$ cat src/rtl/usb_cmd_parser.sv
// Pulls bytes from the usb_ft232h RX FIFO, parses 7-byte framed register writes and issues 32-bit writes.
// Optional build macro CMD_ACK_EN adds a 3-byte acknowledge written to the TX FIFO after each checked frame.
module usb_cmd_parser #(
   parameter int          USEDW_W        = 11,
   parameter int          TIMEOUT_CYCLES = 1000000,
   parameter logic [7:0]  SYNC_BYTE      = 8'hA5
) (
   input  logic               clk_i,
   input  logic               nrst,
   output logic               rxf_rdreq_o,
   input  logic [7:0]         rxf_rddata_i,
   input  logic [USEDW_W-1:0] rxf_rdusedw_i,
   output logic               reg_wr_o,
   output logic [7:0]         reg_addr_o,
   output logic [31:0]        reg_data_o,
   output logic [15:0]        frame_cnt_o,
   output logic [7:0]         err_cnt_o,
`ifdef CMD_ACK_EN
   output logic               tx_wrreq_o,
   output logic [7:0]         tx_wrdata_o,
   input  logic               tx_wrfull_i,
`endif
   output logic               busy_o
);

   localparam int TO_W = (TIMEOUT_CYCLES > 2) ? $clog2(TIMEOUT_CYCLES) : 1;

   typedef enum logic [2:0] {
      HUNT = 3'd0,
      ADDR = 3'd1,
      DATA = 3'd2,
      CSUM = 3'd3,
      EXEC = 3'd4,
      ACK0 = 3'd5,
      ACK1 = 3'd6,
      ACK2 = 3'd7
   } state_t;

   function automatic logic [7:0] sat_inc8(input logic [7:0] v);
      if (v == 8'hFF) begin
         return v;
      end else begin
         return v + 8'd1;
      end
   endfunction

   state_t        state_q, state_d;
   logic          pend_q, pend_d;
   logic [TO_W-1:0] to_cnt_q, to_cnt_d;
   logic [7:0]    acc_q, acc_d;
   logic [7:0]    addr_sh_q, addr_sh_d;
   logic [31:0]   data_sh_q, data_sh_d;
   logic [1:0]    idx_q, idx_d;
   logic          reg_wr_q, reg_wr_d;
   logic [7:0]    reg_addr_q, reg_addr_d;
   logic [31:0]   reg_data_q, reg_data_d;
   logic [15:0]   frame_cnt_q, frame_cnt_d;
   logic [7:0]    err_cnt_q, err_cnt_d;
   logic          busy_q, busy_d;
`ifdef CMD_ACK_EN
   logic [7:0]    ack_st_q, ack_st_d;
`endif

   logic          in_frame_s, rx_ok_s, rd_req_s, timeout_s;

   assign in_frame_s = (state_q == ADDR) || (state_q == DATA) || (state_q == CSUM);
   assign rx_ok_s    = (state_q == HUNT) || in_frame_s;
   // Read request is gated by reset so no FIFO byte is lost while nrst is held low.
   assign rd_req_s   = nrst && !pend_q && (rxf_rdusedw_i != {USEDW_W{1'b0}}) && rx_ok_s;
   assign timeout_s  = in_frame_s && (to_cnt_q == TO_W'(TIMEOUT_CYCLES - 1));

   assign rxf_rdreq_o = rd_req_s;
   assign reg_wr_o    = reg_wr_q;
   assign reg_addr_o  = reg_addr_q;
   assign reg_data_o  = reg_data_q;
   assign frame_cnt_o = frame_cnt_q;
   assign err_cnt_o   = err_cnt_q;
   assign busy_o      = busy_q;

`ifdef CMD_ACK_EN
   logic ack_s;
   assign ack_s      = (state_q == ACK0) || (state_q == ACK1) || (state_q == ACK2);
   assign tx_wrreq_o = ack_s && !tx_wrfull_i;
   always_comb begin
      case (state_q)
         ACK0:    tx_wrdata_o = 8'h5A;
         ACK1:    tx_wrdata_o = addr_sh_q;
         ACK2:    tx_wrdata_o = ack_st_q;
         default: tx_wrdata_o = 8'h00;
      endcase
   end
`endif

   // Next-state and output logic of the frame parser.
   always_comb begin
      state_d     = state_q;
      pend_d      = rd_req_s;
      acc_d       = acc_q;
      addr_sh_d   = addr_sh_q;
      data_sh_d   = data_sh_q;
      idx_d       = idx_q;
      reg_wr_d    = 1'b0;
      reg_addr_d  = reg_addr_q;
      reg_data_d  = reg_data_q;
      frame_cnt_d = frame_cnt_q;
      err_cnt_d   = err_cnt_q;
`ifdef CMD_ACK_EN
      ack_st_d    = ack_st_q;
`endif
      // Idle counter only runs while waiting for the next byte of a frame.
      if (in_frame_s && !pend_q) begin
         to_cnt_d = to_cnt_q + {{(TO_W-1){1'b0}}, 1'b1};
      end else begin
         to_cnt_d = {TO_W{1'b0}};
      end
      if (timeout_s) begin
         state_d   = HUNT;
         to_cnt_d  = {TO_W{1'b0}};
         err_cnt_d = sat_inc8(err_cnt_q);
      end else begin
         case (state_q)
            HUNT: begin
               if (pend_q && (rxf_rddata_i == SYNC_BYTE)) begin
                  state_d = ADDR;
               end else begin
                  state_d = HUNT;
               end
            end
            ADDR: begin
               if (pend_q) begin
                  addr_sh_d = rxf_rddata_i;
                  acc_d     = rxf_rddata_i;
                  idx_d     = 2'd3;
                  state_d   = DATA;
               end else begin
                  state_d = ADDR;
               end
            end
            DATA: begin
               if (pend_q) begin
                  data_sh_d = {data_sh_q[23:0], rxf_rddata_i};
                  acc_d     = acc_q ^ rxf_rddata_i;
                  idx_d     = idx_q - 2'd1;
                  if (idx_q == 2'd0) begin
                     state_d = CSUM;
                  end else begin
                     state_d = DATA;
                  end
               end else begin
                  state_d = DATA;
               end
            end
            CSUM: begin
               if (pend_q && (rxf_rddata_i == acc_q)) begin
                  state_d = EXEC;
               end else if (pend_q) begin
                  err_cnt_d = sat_inc8(err_cnt_q);
`ifdef CMD_ACK_EN
                  ack_st_d  = 8'h01;
                  state_d   = ACK0;
`else
                  state_d   = HUNT;
`endif
               end else begin
                  state_d = CSUM;
               end
            end
            EXEC: begin
               reg_wr_d    = 1'b1;
               reg_addr_d  = addr_sh_q;
               reg_data_d  = data_sh_q;
               frame_cnt_d = frame_cnt_q + 16'd1;
`ifdef CMD_ACK_EN
               ack_st_d    = 8'h00;
               state_d     = ACK0;
`else
               state_d     = HUNT;
`endif
            end
`ifdef CMD_ACK_EN
            ACK0: begin
               if (!tx_wrfull_i) state_d = ACK1; else state_d = ACK0;
            end
            ACK1: begin
               if (!tx_wrfull_i) state_d = ACK2; else state_d = ACK1;
            end
            ACK2: begin
               if (!tx_wrfull_i) state_d = HUNT; else state_d = ACK2;
            end
`endif
            default: state_d = HUNT;
         endcase
      end
      busy_d = (state_d != HUNT);
   end

   // State and output registers with synchronous active-low reset.
   always_ff @(posedge clk_i) begin
      if (!nrst) begin
         state_q     <= HUNT;
         pend_q      <= 1'b0;
         to_cnt_q    <= {TO_W{1'b0}};
         acc_q       <= 8'h00;
         addr_sh_q   <= 8'h00;
         data_sh_q   <= 32'h0000_0000;
         idx_q       <= 2'd0;
         reg_wr_q    <= 1'b0;
         reg_addr_q  <= 8'h00;
         reg_data_q  <= 32'h0000_0000;
         frame_cnt_q <= 16'h0000;
         err_cnt_q   <= 8'h00;
         busy_q      <= 1'b0;
`ifdef CMD_ACK_EN
         ack_st_q    <= 8'h00;
`endif
      end else begin
         state_q     <= state_d;
         pend_q      <= pend_d;
         to_cnt_q    <= to_cnt_d;
         acc_q       <= acc_d;
         addr_sh_q   <= addr_sh_d;
         data_sh_q   <= data_sh_d;
         idx_q       <= idx_d;
         reg_wr_q    <= reg_wr_d;
         reg_addr_q  <= reg_addr_d;
         reg_data_q  <= reg_data_d;
         frame_cnt_q <= frame_cnt_d;
         err_cnt_q   <= err_cnt_d;
         busy_q      <= busy_d;
`ifdef CMD_ACK_EN
         ack_st_q    <= ack_st_d;
`endif
      end
   end

endmodule
$ cat config.mk
export PLATFORM = sky130hd
export DESIGN_NAME = usb_cmd_parser
export DESIGN_NICKNAME = d
export VERILOG_FILES = /design/src/rtl/usb_cmd_parser.sv
export SDC_FILE = /design/constraint.sdc
export NUM_CORES = 1
export LEC_CHECK = 0
export CORE_UTILIZATION = 45
export CTS_CLUSTER_SIZE = 14
export DETAILED_ROUTE_END_ITERATION = 8
export PLACE_DENSITY = 0.68
export REMOVE_ABC_BUFFERS = 1
export SLEW_MARGIN = 15
export SYNTH_ARGS = -nofsm -noshare
export SYNTH_HDL_FRONTEND = slang
export SYNTH_SLANG_ARGS = --single-unit
$ cat constraint.sdc
create_clock -name clk_i -period 4.6 [get_ports clk_i]
set_input_delay 0.92 -clock clk_i [delete_from_list [all_inputs] [get_ports clk_i]]
set_output_delay 0.92 -clock clk_i [all_outputs]
set_load 0.1 [all_outputs]
# Word-level counts from Yosys, hierarchy flattened
# Cells that the tools add are included.
[word_totals] output_inout_bits=67 in_bits=21 register_bits=140 word_cells=77
[classes] bitwise_logic=4 add_sub_neg=4 reduce_logical=25 n_mux=20 eq_ne=11
[op_table] operator="two-way mux 8 bit" n=7
[op_table] operator="adder 20 x 1 -> 20 bit, second input constant" n=1
[op_table] operator="equality test 20 bit, second input constant" n=1
[op_table] operator="adder 16 x 1 -> 16 bit, second input constant" n=1
[op_table] operator="equality test 8 bit, second input constant" n=2
[op_table] operator="case mux 8 bit (2 select lines)" n=1
[op_table] operator="case mux 3 bit (4 select lines)" n=1
[op_table] operator="nonzero test 11 bit" n=1
[op_table] operator="two-way mux 3 bit" n=3
[op_table] operator="AND reduction 3 bit" n=3
[op_table] operator="adder 8 x 1 -> 8 bit, second input constant" n=1
[op_table] operator="equality test 8 bit" n=1
[op_table] operator="two-way mux 2 bit" n=4
[op_table] operator="XOR 8 bit" n=1
[op_table] operator="logical AND 1 bit" n=7
[op_table] operator="equality test 3 x 2 -> 1 bit, second input constant" n=2
[op_table] operator="!= test 2 bit, second input constant" n=3
[op_table] operator="nonzero test 2 bit" n=3
[op_table] operator="case mux 2 bit (2 select lines)" n=1
[op_table] operator="AND reduction 4 bit" n=1
[op_table] operator="equality test 3 x 1 -> 1 bit, second input constant" n=1
[op_table] operator="equality test 3 bit, second input constant" n=1
[op_table] operator="zero test 3 bit" n=1
[op_table] operator="logical OR 1 bit" n=3
[op_table] operator="other kinds (9)" n=13

# Logic depth before layout (Yosys ltp)
[depth] depth_word=6 depth_mapped=8 depth_no_buf=6

# Least setup slack after synthesis
# Ideal clock, no wire load.
[synth_path] path_type="in2out" from="input nrst" to="output rxf_rdreq_o" path_stages=3 arrival_time_ns=4.571 required_time_ns=3.680 slack_ns=-0.891 path_buffers=2 cell_sequence="clkbuf_1 clkbuf_1 nor4b_1"
[synth_via] elab_chain_len=3
[synth_lines] item="start, declared" line_no="9" text="input logic nrst,"
[synth_lines] item="logical AND 1 bit (3 in series)" line_no="69" text="assign rd_req_s = nrst && !pend_q && (rxf_rdusedw_i != {USEDW_W{1'b0}}) && rx_ok_s;"
[synth_lines] item="end, declared" line_no="10" text="output logic rxf_rdreq_o,"
# No other way between the ends.

# Worst setup path after layout
[layout_path] from="input rxf_rdusedw_i[1]" to="output rxf_rdreq_o"
[layout_via] elab_chain_len=3
[layout_lines] item="start, declared" line_no="12" text="input logic [USEDW_W-1:0] rxf_rdusedw_i,"
[layout_lines] item="nonzero test 11 bit" line_no="69"
[layout_lines] item="logical AND 1 bit (2 in series)" line_no="69"
# No other way between the ends.

==> impl_metrics.py <==
metrics = {
    "run_status": {
        "status": "completed",
    },
    "logic_synthesis": {
        "synth.area.top_cells": "dfxtp_1 (47%), nand2_1 (9.6%), a21boi_0 (6.4%), mux2i_1 (4.0%), xnor2_1 (3.9%)",
        "yosys_register_bits": 140,
        "synthTopCellsByCount": "nand2_1 (153), dfxtp_1 (140), a21boi_0 (51), nand3_1 (42), clkbuf_1 (33)",
        "avgSynthCellArea_um2": 8.89,
        "synth_top_area_share_pct": 46.7,
        "ys_warn_count": 0,
        "synth_enable_flop_cells": 0,
        "synth_async_sr_flop_share_pct": 0,
        "ys_seq_area_share_pct": 46.7,
        "synth_area_um2": 6010,
        "yosysTopAreaCell": "dfxtp_1",
        "ys_types": 47,
        "yosysMostFrequentCell": "nand2_1",
        "synthCells": 676,
        "yosys_most_used_dff": "dfxtp_1",
    },
    "die": {
        "die_area_um2": 13800,
        "io_pins": 88,
        "die_y_um": 118,
        "rows": 41,
        "initial_utilization_pct": 46.8,
        "core-area_um2": 12800,
        "die_w_um": 118,
    },
    "timing": {
        "relSlewSlack_pct": 25.2,
        "timing.fmax_mhz": 304,
        "fin_crit_ps": 3290,
        "setup_viol": 0,
        "fin_crit_sh_pct": 71.6,
        "tightest_slew_ps": 1110,
        "hold_viol_final": 0,
        "drv_slew": 0,
        "grt_setup_unrepaired": "no",
        "fin_skew_ps": 6.27,
    },
    "clock_tree": {
        "cts_resized": 0,
        "cts_setup_buffers": 0,
        "clockRootBuffer": "clkbuf_16",
        "cts_hold_buffers": 0,
        "cts.sinks": 140,
        "cts.path.max_buffers": 2,
        "htree_levels": 4,
        "cts.clk_slew.worst_paths_ps": 60,
        "clk_latency_ps": 420,
        "cts_buffers": 17,
        "cts_tree": "yes",
    },
    "cells_and_area": {
        "drive_gt1_share_pct": 6.59,
        "final_nets": 772,
        "antenna_cells": 0,
        "stdcell_count": 931,
        "postLayoutCellArea_um2": 7590,
        "utilization_pct": 59.2,
        "area_growth_pct": 26.4,
        "fillers": 1161,
    },
    "pwr": {
        "powerDensity_nw_per_um2": 353,
        "p_leak_uw": 0.00256,
        "ir_worst_vdd_uv": 265,
    },
    "placed_design": {
        "place_area_um2": 6960,
        "place_congestion": 0.760,
        "place_hpwl_mm": 8.64,
        "dp_cells": 899,
        "io_buffers": 87,
    },
    "setup_path": {
        "cp_max_fo": 2,
        "endpoint_kind": "primary output",
        "worstReg2RegStart": "state_q[1]",
        "critPathKind": "in2out",
        "critPathLaunch": "rxf_rdusedw_i[1]",
        "worstSetupStartpointType": "input pin",
        "worst_ep_arrival_time_ps": 2370,
        "worst_ep_required_time_ps": 3680,
    },
    "global_routing": {
        "grt_pass1_vias": 4552,
        "grt_use_total_pct": 20.0,
        "antenna_found_initial": 0,
        "grt_max_degree": 136,
        "grt_overflow": 0,
        "grt_pass1_wl_mm": 22.2,
    },
    "route": {
        "firstDrtPassIters": 6,
        "drt-initial-drc-count": 297,
        "num_vias": 4907,
        "wl_mm": 13.3,
        "vias_per_cell": 5.27,
        "antenna_left": 0,
        "post_drt_wl_per_cell_um": 14.3,
        "drcViolationCount": 0,
    },
    "run": {
        "maxCapViolations": 0,
    },
    "worst_hold_path": {
        "worstHoldPathType": "reg2reg",
        "hold_path_startpoint": "to_cnt_q[0]",
    },
}
sequential cells by signal, indices dropped and copies added, names as in the netlist, 3 cells and up:
register / cells
data_sh_q: 32
reg_data_o: 32
to_cnt_q: 20
frame_cnt_o: 16
acc_q: 8
addr_sh_q: 8
err_cnt_o: 8
reg_addr_o: 8
state_q: 3
stage by stage:
step           worst slack (ps)  setup TNS (ps)  hold WS [ps]  total power, uW
2_1_floorplan              -462            -462           418             1260
3_3_place_gp               1430               0           429             1310
3_5_place_dp               1310               0           437             1310
4_1_cts                    1300               0           451             2700
5_1_grt                    1050               0           483             2760
6_report                   1310               0           446             2680
per-layer routing:
layer  routed length [um]  track usage (%)  up-vias
li1                     -                -     2443
met1                 6110             24.9     2350
met2                 6420             32.7       99
met3                  549             5.67       15
met4                  218             7.37        0
met5                    0                0        -
cells in the final DEF (no fill, tap or decap), types with 16 or more instances in the layout:
master	count
clkbuf_16	17
nand3_1	42
dfxtp_1	140
nand2_1	153
nor2b_1	19
mux2i_1	24
clkdlybuf4s50_1	85
a21boi_0	51
a21boi_1	16
nor2_1	26
xnor2_1	27
power breakdown:
part	internal [uW]	total, uW	switching [uW]
combinational	32.1	64.4	32.3
sequential	1210	1220	1.90
clock	909	1400	487
final timing paths:
path	end	slack, ps	cells after the start
max reg2reg	data_sh_q[5]	1870	5
min	to_cnt_q[0]	450	1
max	rxf_rdreq_o	1310	6
min reg2reg	to_cnt_q[0]	450	1
worst max-delay path, cell delays in order:
cell,delay (ps)
clkdlybuf4s50_1,400
nor4_1,290
nand2_1,80
nor4_1,310
nor4b_1,110
buf_4,260
logic make-up after synthesis:
kind of cell,Yosys count,share of synthesized area [%]
AO/OA/AOI/OAI,109,13.8
XOR/XNOR,41,5.98
adder cells (fa/ha/maj),4,0.833
buffers and inverters,44,3.31
flip-flops,140,46.7
multiplexers,24,4.00
AND/OR/NAND/NOR,314,25.4
cell type report:
class / count / area [um^2] / area share (%)
inverters: 2 / 7.51 / 0.0989
flip-flops and latches: 140 / 2800 / 36.9
multi-input cells: 492 / 3020 / 39.8
clock buffers: 26 / 539 / 7.10
clock inverters: 5 / 77.6 / 1.02
well taps: 172 / 215 / 2.84
repair buffers: 94 / 926 / 12.2
Note: power is estimated with default switching activity, not from simulation.
